## src/rtl/plru_state_ctrl_if.sv

```systemverilog
// plru_state_ctrl_if: lookup, touch and external PLRU decoder signals of plru_state_ctrl
interface plru_state_ctrl_if #(parameter int NUM_SETS = 64);
  localparam int IDX_W = $clog2(NUM_SETS);
  logic             ready;
  logic             flush_req;
  logic             lookup_valid;
  logic [IDX_W-1:0] lookup_index;
  logic             lookup_rvalid;
  logic [2:0]       lookup_plru;
  logic             touch_valid;
  logic [IDX_W-1:0] touch_index;
  logic [1:0]       touch_way;
  logic [2:0]       plru_old;
  logic [1:0]       hit_line;
  logic [2:0]       plru_new;
  modport master (
    input  ready, lookup_rvalid, lookup_plru, plru_old, hit_line,
    output flush_req, lookup_valid, lookup_index, touch_valid, touch_index, touch_way, plru_new
  );
  modport slave (
    output ready, lookup_rvalid, lookup_plru, plru_old, hit_line,
    input  flush_req, lookup_valid, lookup_index, touch_valid, touch_index, touch_way, plru_new
  );
endinterface

```

## src/rtl/plru_state_ctrl.sv

```systemverilog
// plru_state_ctrl: per-set 3-bit tree-PLRU state array with init sweep, update stage and registered lookup.
// Define PLRU_STATE_CTRL_BYPASS_EN to forward plru_new to a same-cycle lookup of the set being updated.
module plru_state_ctrl #(
  parameter int NUM_SETS      = 64,
  parameter int ASSOCIATIVITY = 4
) (
  input logic clk,
  input logic resetn,
  plru_state_ctrl_if.slave bus
);
  localparam int IDX_W = $clog2(NUM_SETS);
  localparam int WAY_W = $clog2(ASSOCIATIVITY);
  typedef enum logic {INIT, RUN} state_t;
  state_t           state_q, state_d;
  logic [IDX_W-1:0] sweep_cnt_q, sweep_cnt_d;
  logic             u_vld_q, u_vld_d;
  logic [IDX_W-1:0] u_idx_q, u_idx_d;
  logic [WAY_W-1:0] u_way_q, u_way_d;
  logic             rvalid_q, rvalid_d;
  logic [2:0]       lplru_q, lplru_d;
  logic [2:0]       mem_q [NUM_SETS];
  logic [2:0]       mem_d [NUM_SETS];
  logic [2:0]       rd_val;
  logic             run;
`ifdef PLRU_STATE_CTRL_BYPASS_EN
  assign rd_val = (u_vld_q && u_idx_q == bus.lookup_index) ? bus.plru_new : mem_q[bus.lookup_index];
`else
  assign rd_val = mem_q[bus.lookup_index];
`endif
  assign run = state_q == RUN;
  always_comb begin
    state_d     = run ? (bus.flush_req ? INIT : RUN)
                      : (sweep_cnt_q == IDX_W'(NUM_SETS - 1) ? RUN : INIT);
    sweep_cnt_d = run ? '0 : sweep_cnt_q + 1'b1;
    // a touch arriving with flush would land in INIT, so it is dropped
    u_vld_d     = run && bus.touch_valid && !bus.flush_req;
    u_idx_d     = bus.touch_index;
    u_way_d     = bus.touch_way;
    rvalid_d    = run && bus.lookup_valid;
    lplru_d     = rvalid_d ? rd_val : lplru_q;
    mem_d       = mem_q;
    if (!run) mem_d[sweep_cnt_q] = '0;
    else if (u_vld_q) mem_d[u_idx_q] = bus.plru_new;
  end
  always_ff @(posedge clk) begin
    if (!resetn) begin
      state_q     <= INIT;
      sweep_cnt_q <= '0;
      u_vld_q     <= 1'b0;
      u_idx_q     <= '0;
      u_way_q     <= '0;
      rvalid_q    <= 1'b0;
      lplru_q     <= '0;
    end else begin
      state_q     <= state_d;
      sweep_cnt_q <= sweep_cnt_d;
      u_vld_q     <= u_vld_d;
      u_idx_q     <= u_idx_d;
      u_way_q     <= u_way_d;
      rvalid_q    <= rvalid_d;
      lplru_q     <= lplru_d;
    end
  end
  always_ff @(posedge clk) mem_q <= mem_d;
  assign bus.ready         = run;
  assign bus.lookup_rvalid = rvalid_q;
  assign bus.lookup_plru   = lplru_q;
  assign bus.plru_old      = u_vld_q ? mem_q[u_idx_q] : 3'b000;
  assign bus.hit_line      = u_vld_q ? u_way_q : '0;
endmodule

```

## src/flat_wrapper.sv

```systemverilog
// flat-port wrapper written by rule: the top's interface ports become plain ports
module plru_state_ctrl_flat 
#(
  parameter int NUM_SETS      = 64,
  parameter int ASSOCIATIVITY = 4
)
  (clk, resetn, bus_ready, bus_lookup_rvalid, bus_lookup_plru, bus_plru_old, bus_hit_line, bus_flush_req, bus_lookup_valid, bus_lookup_index, bus_touch_valid, bus_touch_index, bus_touch_way, bus_plru_new);
  plru_state_ctrl_if #(.NUM_SETS(NUM_SETS)) bus_i ();
  input logic clk;
  input logic resetn;
  output wire logic [$bits(bus_i.ready)-1:0] bus_ready;
  output wire logic [$bits(bus_i.lookup_rvalid)-1:0] bus_lookup_rvalid;
  output wire logic [$bits(bus_i.lookup_plru)-1:0] bus_lookup_plru;
  output wire logic [$bits(bus_i.plru_old)-1:0] bus_plru_old;
  output wire logic [$bits(bus_i.hit_line)-1:0] bus_hit_line;
  input wire logic [$bits(bus_i.flush_req)-1:0] bus_flush_req;
  input wire logic [$bits(bus_i.lookup_valid)-1:0] bus_lookup_valid;
  input wire logic [$bits(bus_i.lookup_index)-1:0] bus_lookup_index;
  input wire logic [$bits(bus_i.touch_valid)-1:0] bus_touch_valid;
  input wire logic [$bits(bus_i.touch_index)-1:0] bus_touch_index;
  input wire logic [$bits(bus_i.touch_way)-1:0] bus_touch_way;
  input wire logic [$bits(bus_i.plru_new)-1:0] bus_plru_new;
  assign bus_ready = bus_i.ready;
  assign bus_lookup_rvalid = bus_i.lookup_rvalid;
  assign bus_lookup_plru = bus_i.lookup_plru;
  assign bus_plru_old = bus_i.plru_old;
  assign bus_hit_line = bus_i.hit_line;
  assign bus_i.flush_req = bus_flush_req;
  assign bus_i.lookup_valid = bus_lookup_valid;
  assign bus_i.lookup_index = bus_lookup_index;
  assign bus_i.touch_valid = bus_touch_valid;
  assign bus_i.touch_index = bus_touch_index;
  assign bus_i.touch_way = bus_touch_way;
  assign bus_i.plru_new = bus_plru_new;
  plru_state_ctrl #(.NUM_SETS(NUM_SETS), .ASSOCIATIVITY(ASSOCIATIVITY)) u_core (.clk(clk), .resetn(resetn), .bus(bus_i));
endmodule
```

## config.mk

```make
export PLATFORM = sky130hd
export DESIGN_NAME = plru_state_ctrl_flat
export DESIGN_NICKNAME = d
export VERILOG_FILES = /design/src/rtl/plru_state_ctrl_if.sv /design/src/rtl/plru_state_ctrl.sv /design/src/flat_wrapper.sv
export SDC_FILE = /design/constraint.sdc
export NUM_CORES = 1
export LEC_CHECK = 0
export ABC_AREA = 1
export CORE_UTILIZATION = 32
export CTS_CLUSTER_SIZE = 40
export DETAILED_ROUTE_END_ITERATION = 12
export DONT_BUFFER_PORTS = 1
export HOLD_SLACK_MARGIN = 0.15
export PLACE_DENSITY = 0.52
export SLEW_MARGIN = 20
export SYNTH_ARGS = -nofsm -noshare
export SYNTH_HDL_FRONTEND = slang
export SYNTH_SLANG_ARGS = --single-unit
```

## constraint.sdc

```tcl
create_clock -name clk -period 2.46 [get_ports clk]
set_clock_uncertainty 0.2 [all_clocks]
set_input_delay 0.369 -clock clk [delete_from_list [all_inputs] [get_ports clk]]
set_output_delay 0.369 -clock clk [all_outputs]
set_load 0.1 [all_outputs]
```

==> results list <==
- Outcome: finished with violations
- The final reports fail on setup timing.
* Number of buffers created by CTS: 26
- After clock tree synthesis, the clock-pin slew on the worst setup and hold paths is 0.06 ns.
* FMAX: 336 MHz
* Number of DRC violations after detailed routing: 0
- RePlAce Congestion: 0.928
- Number of synthesized flops with an enable pin: 192
- In this run the worst setup path begins at u_core.u_idx_q[0].
* Top-level port count: 32
- The clock reaches the later pin of the worst-skew pair after 0.56 ns.
- Cell family with the largest share of critical-path delay: buffers and inverters
* Cell at the root of the clock tree: clkbuf_16
- In the post-synthesis netlist, the cell with the most instances is nand2_1.
- RSZ-0062 raised after global routing: true
* Crit path kind: register to primary output
* Number of optimization iterations in the first detailed-route pass: 6
- Share of post-route cells with drive strength above 1: 12.7%
- Number of nets with antenna violations after detailed routing: 0
- STA puts the critical path data required time at 1.89 ns.
- Using the TritonRoute via totals, the vias-per-cell ratio works out to 5.81.
- Count of final max-slew check failures: 0
- Final hold slack: 0.154 ns
- Routed wire length: 55400 µm
- Global routing used about a quarter of the available tracks across all layers.
- When the netlist entered floorplanning its net count stood at roughly 1800.
- The number of global-route vias before repair came to 13000.
- The largest total area in the synthesized netlist belongs to edfxtp_1.
- Final core area utilization: 38.9%
- CTS sink cnt: 212
- Nets: 1865
* Maximum number of pins on one net before global-route repair: a little over 100
- In this run switching power makes up 27.3% of total power.
- HPWL reported at the end of detailed placement: 37300 µm
* Startpoint of the worst hold path: bus_lookup_index[2]
- Destination of the critical timing path: bus_plru_old[0]
- TritonCTS built the clock tree.
* Flop pwr share: 45.7%
* Number of distinct library cell variants in the gate-level netlist after synthesis: 27
- Critical path capture point type: primary output
- The cell area that synthesis handed to floorplanning was 13600 µm².
* Most area-consuming cells after synthesis: edfxtp_1 43%, nand2_1 15%, nand3_1 8.6%
* Routed length on met2: 24000 µm
* Post-synthesis to final-layout area growth: 20.1%
- Areal power density over the cells: 602 nW/µm²
* Post-route total power: about 10 mW
- Maximum VDD drop: 0.000463 V
* Highest routing layer actually used: met4
- Total via count in the routed design: 14000
* Fin crit period: 2.97 ns
* Cell with the largest stage delay on the worst path: dfxtp_4
* Wire per inst: 23.1 µm
- The final hold violation count was 0.
- Stage delay of the slowest cell on the critical path: 0.40 ns
- Share of Yosys cell area claimed by the top area cell type: 42.5%
* Final cell count without fillers: 2401
- The share of total power dissipated in the clock network is 40.0%.
- Crit start category: register
* Max-cap check violation count: 0
- Standard-cell row count: 75
- The die covers 43200 µm².
- After detailed routing, the wire length on met1 is 23300 µm.
* Worst path arrival time: 2.40 ns
- A synthesized cell averages about 7.5 µm².
- Final Setup Violations: 3
- Along the worst path, the maximum fanout reaches 5.
- Counting flops with an async set or reset pin after synthesis yields a share of 0%.
* Top cell types by occurrence after synthesis: 548 x nand2_1, 234 x nand3_1, 192 x edfxtp_1
- Number of port buffers: 0
- Number of antenna violations at the first check in global routing: 0
* Relative contribution of combinational cells to total power: 14.2%
- In this run the power spent charging and discharging nets is 2.67 mW.
- For this run the aggregate overflow at the end of global routing stands at 0.
- In the synthesized netlist the dominant register cell turns out to be edfxtp_1.
- In this run the worst hold path is classified as primary input to register.
- Leakage power total: 6.17 nW
- Violation count after the first detailed-route iteration: 1769
- Detailed routing placed a total of about 5900 µm of wire on met3.
* Worst reg2reg path endpoint: u_core.mem_q[33]
- Initial cell density of the core: 32.4%
- Launch point of the worst reg-to-reg path: u_core.u_idx_q[5]
- Maximum buffer depth of the clock tree: 3
* Worst path depth: 12
* Number of levels in the clock H-tree: 1
- Once routing completed, OpenROAD measured the worst setup slack at -0.514 ns.
- Cell Count Post-Placement: 2318
- The floorplan step set the die height to 208 µm.
* Worst path bufs/invs: 5
- Internal power contribution: between 7 and 8 mW
* Flop2flop setup slack: 0.06 ns
* Die span in x: 208 µm
- Headroom to the max-slew limit: 53.1%
- At the pin with the least slew margin, the transition time is 0.703 ns.
- Final cycle utilization of the critical path: 121%
- The share of the Yosys chip area taken by registers is a little under half.
* Number of synthesized register bits: between 200 and 250
- Worst reg-to-reg path cell count: 6
- In the synthesized netlist, the number of instances is around 1800.
- Number of antenna diodes: 0
- The Yosys step of the flow raised 0 warnings.
- Cell Chain, Critical Path: buf_4, buf_6, nand3_2, buf_4, o22ai_1, inv_1, nand3_1, nand2_1, nand2_1, nor2_2, a21oi_4, buf_12
* Core area: 41900 µm²
* First-pass GRT wire length: roughly 81000 µm
[logic make-up (layout without fill, tap and decap cells)]
| group | after synthesis | in the layout | share of synthesized area, % |
|---|---|---|---|
| AOI/OAI and AO/OA | 383 | 383 | 17.6 |
| adders and majority gates | 1 | 1 | 0.0923 |
| buffers and inverters | 305 | 358 | 8.97 |
| DFF | 212 | 212 | 45.5 |
| and+or+nand+nor | 908 | 908 | 27.8 |
[repair_timing]
item / CTS / global route
hold buffers: 18 / 0
buffers inserted: 8 / 6
resized for setup: 39 / 85
setup endpoints to repair: 6 / 28
pin swaps: 2 / 32
hold endpoints to repair: 20 / 0
gates cloned: 0 / 4
[worst min-delay path: stages]
cell	delay, ns
nand3_1	0.06
nand3_1	0.08
nand2_1	0.05
nand2_1	0.05
nand3_1	0.07
nand3_1	0.11
nand2_1	0.05
inv_1	0.04
[metrics by stage]
stage	cell area, µm²	TNS [ns]	setup slack [ns]
6_report	16300	-1.53	-0.514
5_1_grt	16300	-1.97	-0.629
3_3_place_gp	14700	-0.155	-0.0667
4_1_cts	15900	-1.51	-0.506
2_1_floorplan	13600	0	0.00211
3_5_place_dp	14700	-0.255	-0.131
[power by group through the flow]
stage	Sequential, mW	Combinational (mW)	Clock, mW
finish	4.48	1.39	3.92
floorplan	4.44	0.841	0
global placement	4.54	1.21	0
detailed placement	4.54	1.22	0
CTS	4.47	1.28	3.95
global route	4.51	1.51	4.06
[worst min path at each step]
stage                                 to  slack [ns]  cells past startpoint
6_report       u_core.bus.lookup_plru[0]        0.15                      8
4_1_cts                u_core.mem_q[186]        0.16                      3
2_1_floorplan      u_core.sweep_cnt_q[0]        0.26                      1
3_3_place_gp           u_core.u_way_q[0]        0.27                      2
5_1_grt                u_core.mem_q[135]        0.17                      3
3_5_place_dp           u_core.u_idx_q[4]        0.27                      2
[cell type report]
class	instances	area, µm²
Inverter	173	674
Clock buffer	36	748
Sequential cell	212	6180
Clock inverter	12	109
Tap cell	539	674
Multi-Input combinational cell	1292	6430
Timing Repair Buffer	137	1470
Fill cell	4331	25600
[routing by layer]
layer / track usage [%] / vias to the layer above
met5: 0 / -
met4: 9.68 / 0
met2: 37.5 / 819
met1: 34.3 / 6654
li1: - / 6357
met3: 5.34 / 126
[registers in the layout (all words and copies together) (netlist names)]
register / flops
u_core.bus.lookup_rvalid: 1
u_core.u_idx_q: 6
u_core.mem_q: 192
u_core.bus.ready: 1
u_core.u_vld_q: 1
u_core.bus.lookup_plru: 3
u_core.sweep_cnt_q: 6
u_core.u_way_q: 2
[layout by cell type, fill, tap and decap left out, drive strengths merged]
master and count:
dfxtp 20, o22ai 58, nand3 238, o21ai 192
bufinv 2, ha 1, a22oi 3, clkinv 9
a31oi 1, nor3 18, inv 174, edfxtp 192
clkbuf 40, nor2 96, and2 6, a21oi 25
dlygate4sd3 18, o31ai 1, a21o 1, o32ai 102
buf 115, nand2 548, nand3b 2
Note: power is estimated with default switching activity, not from simulation.
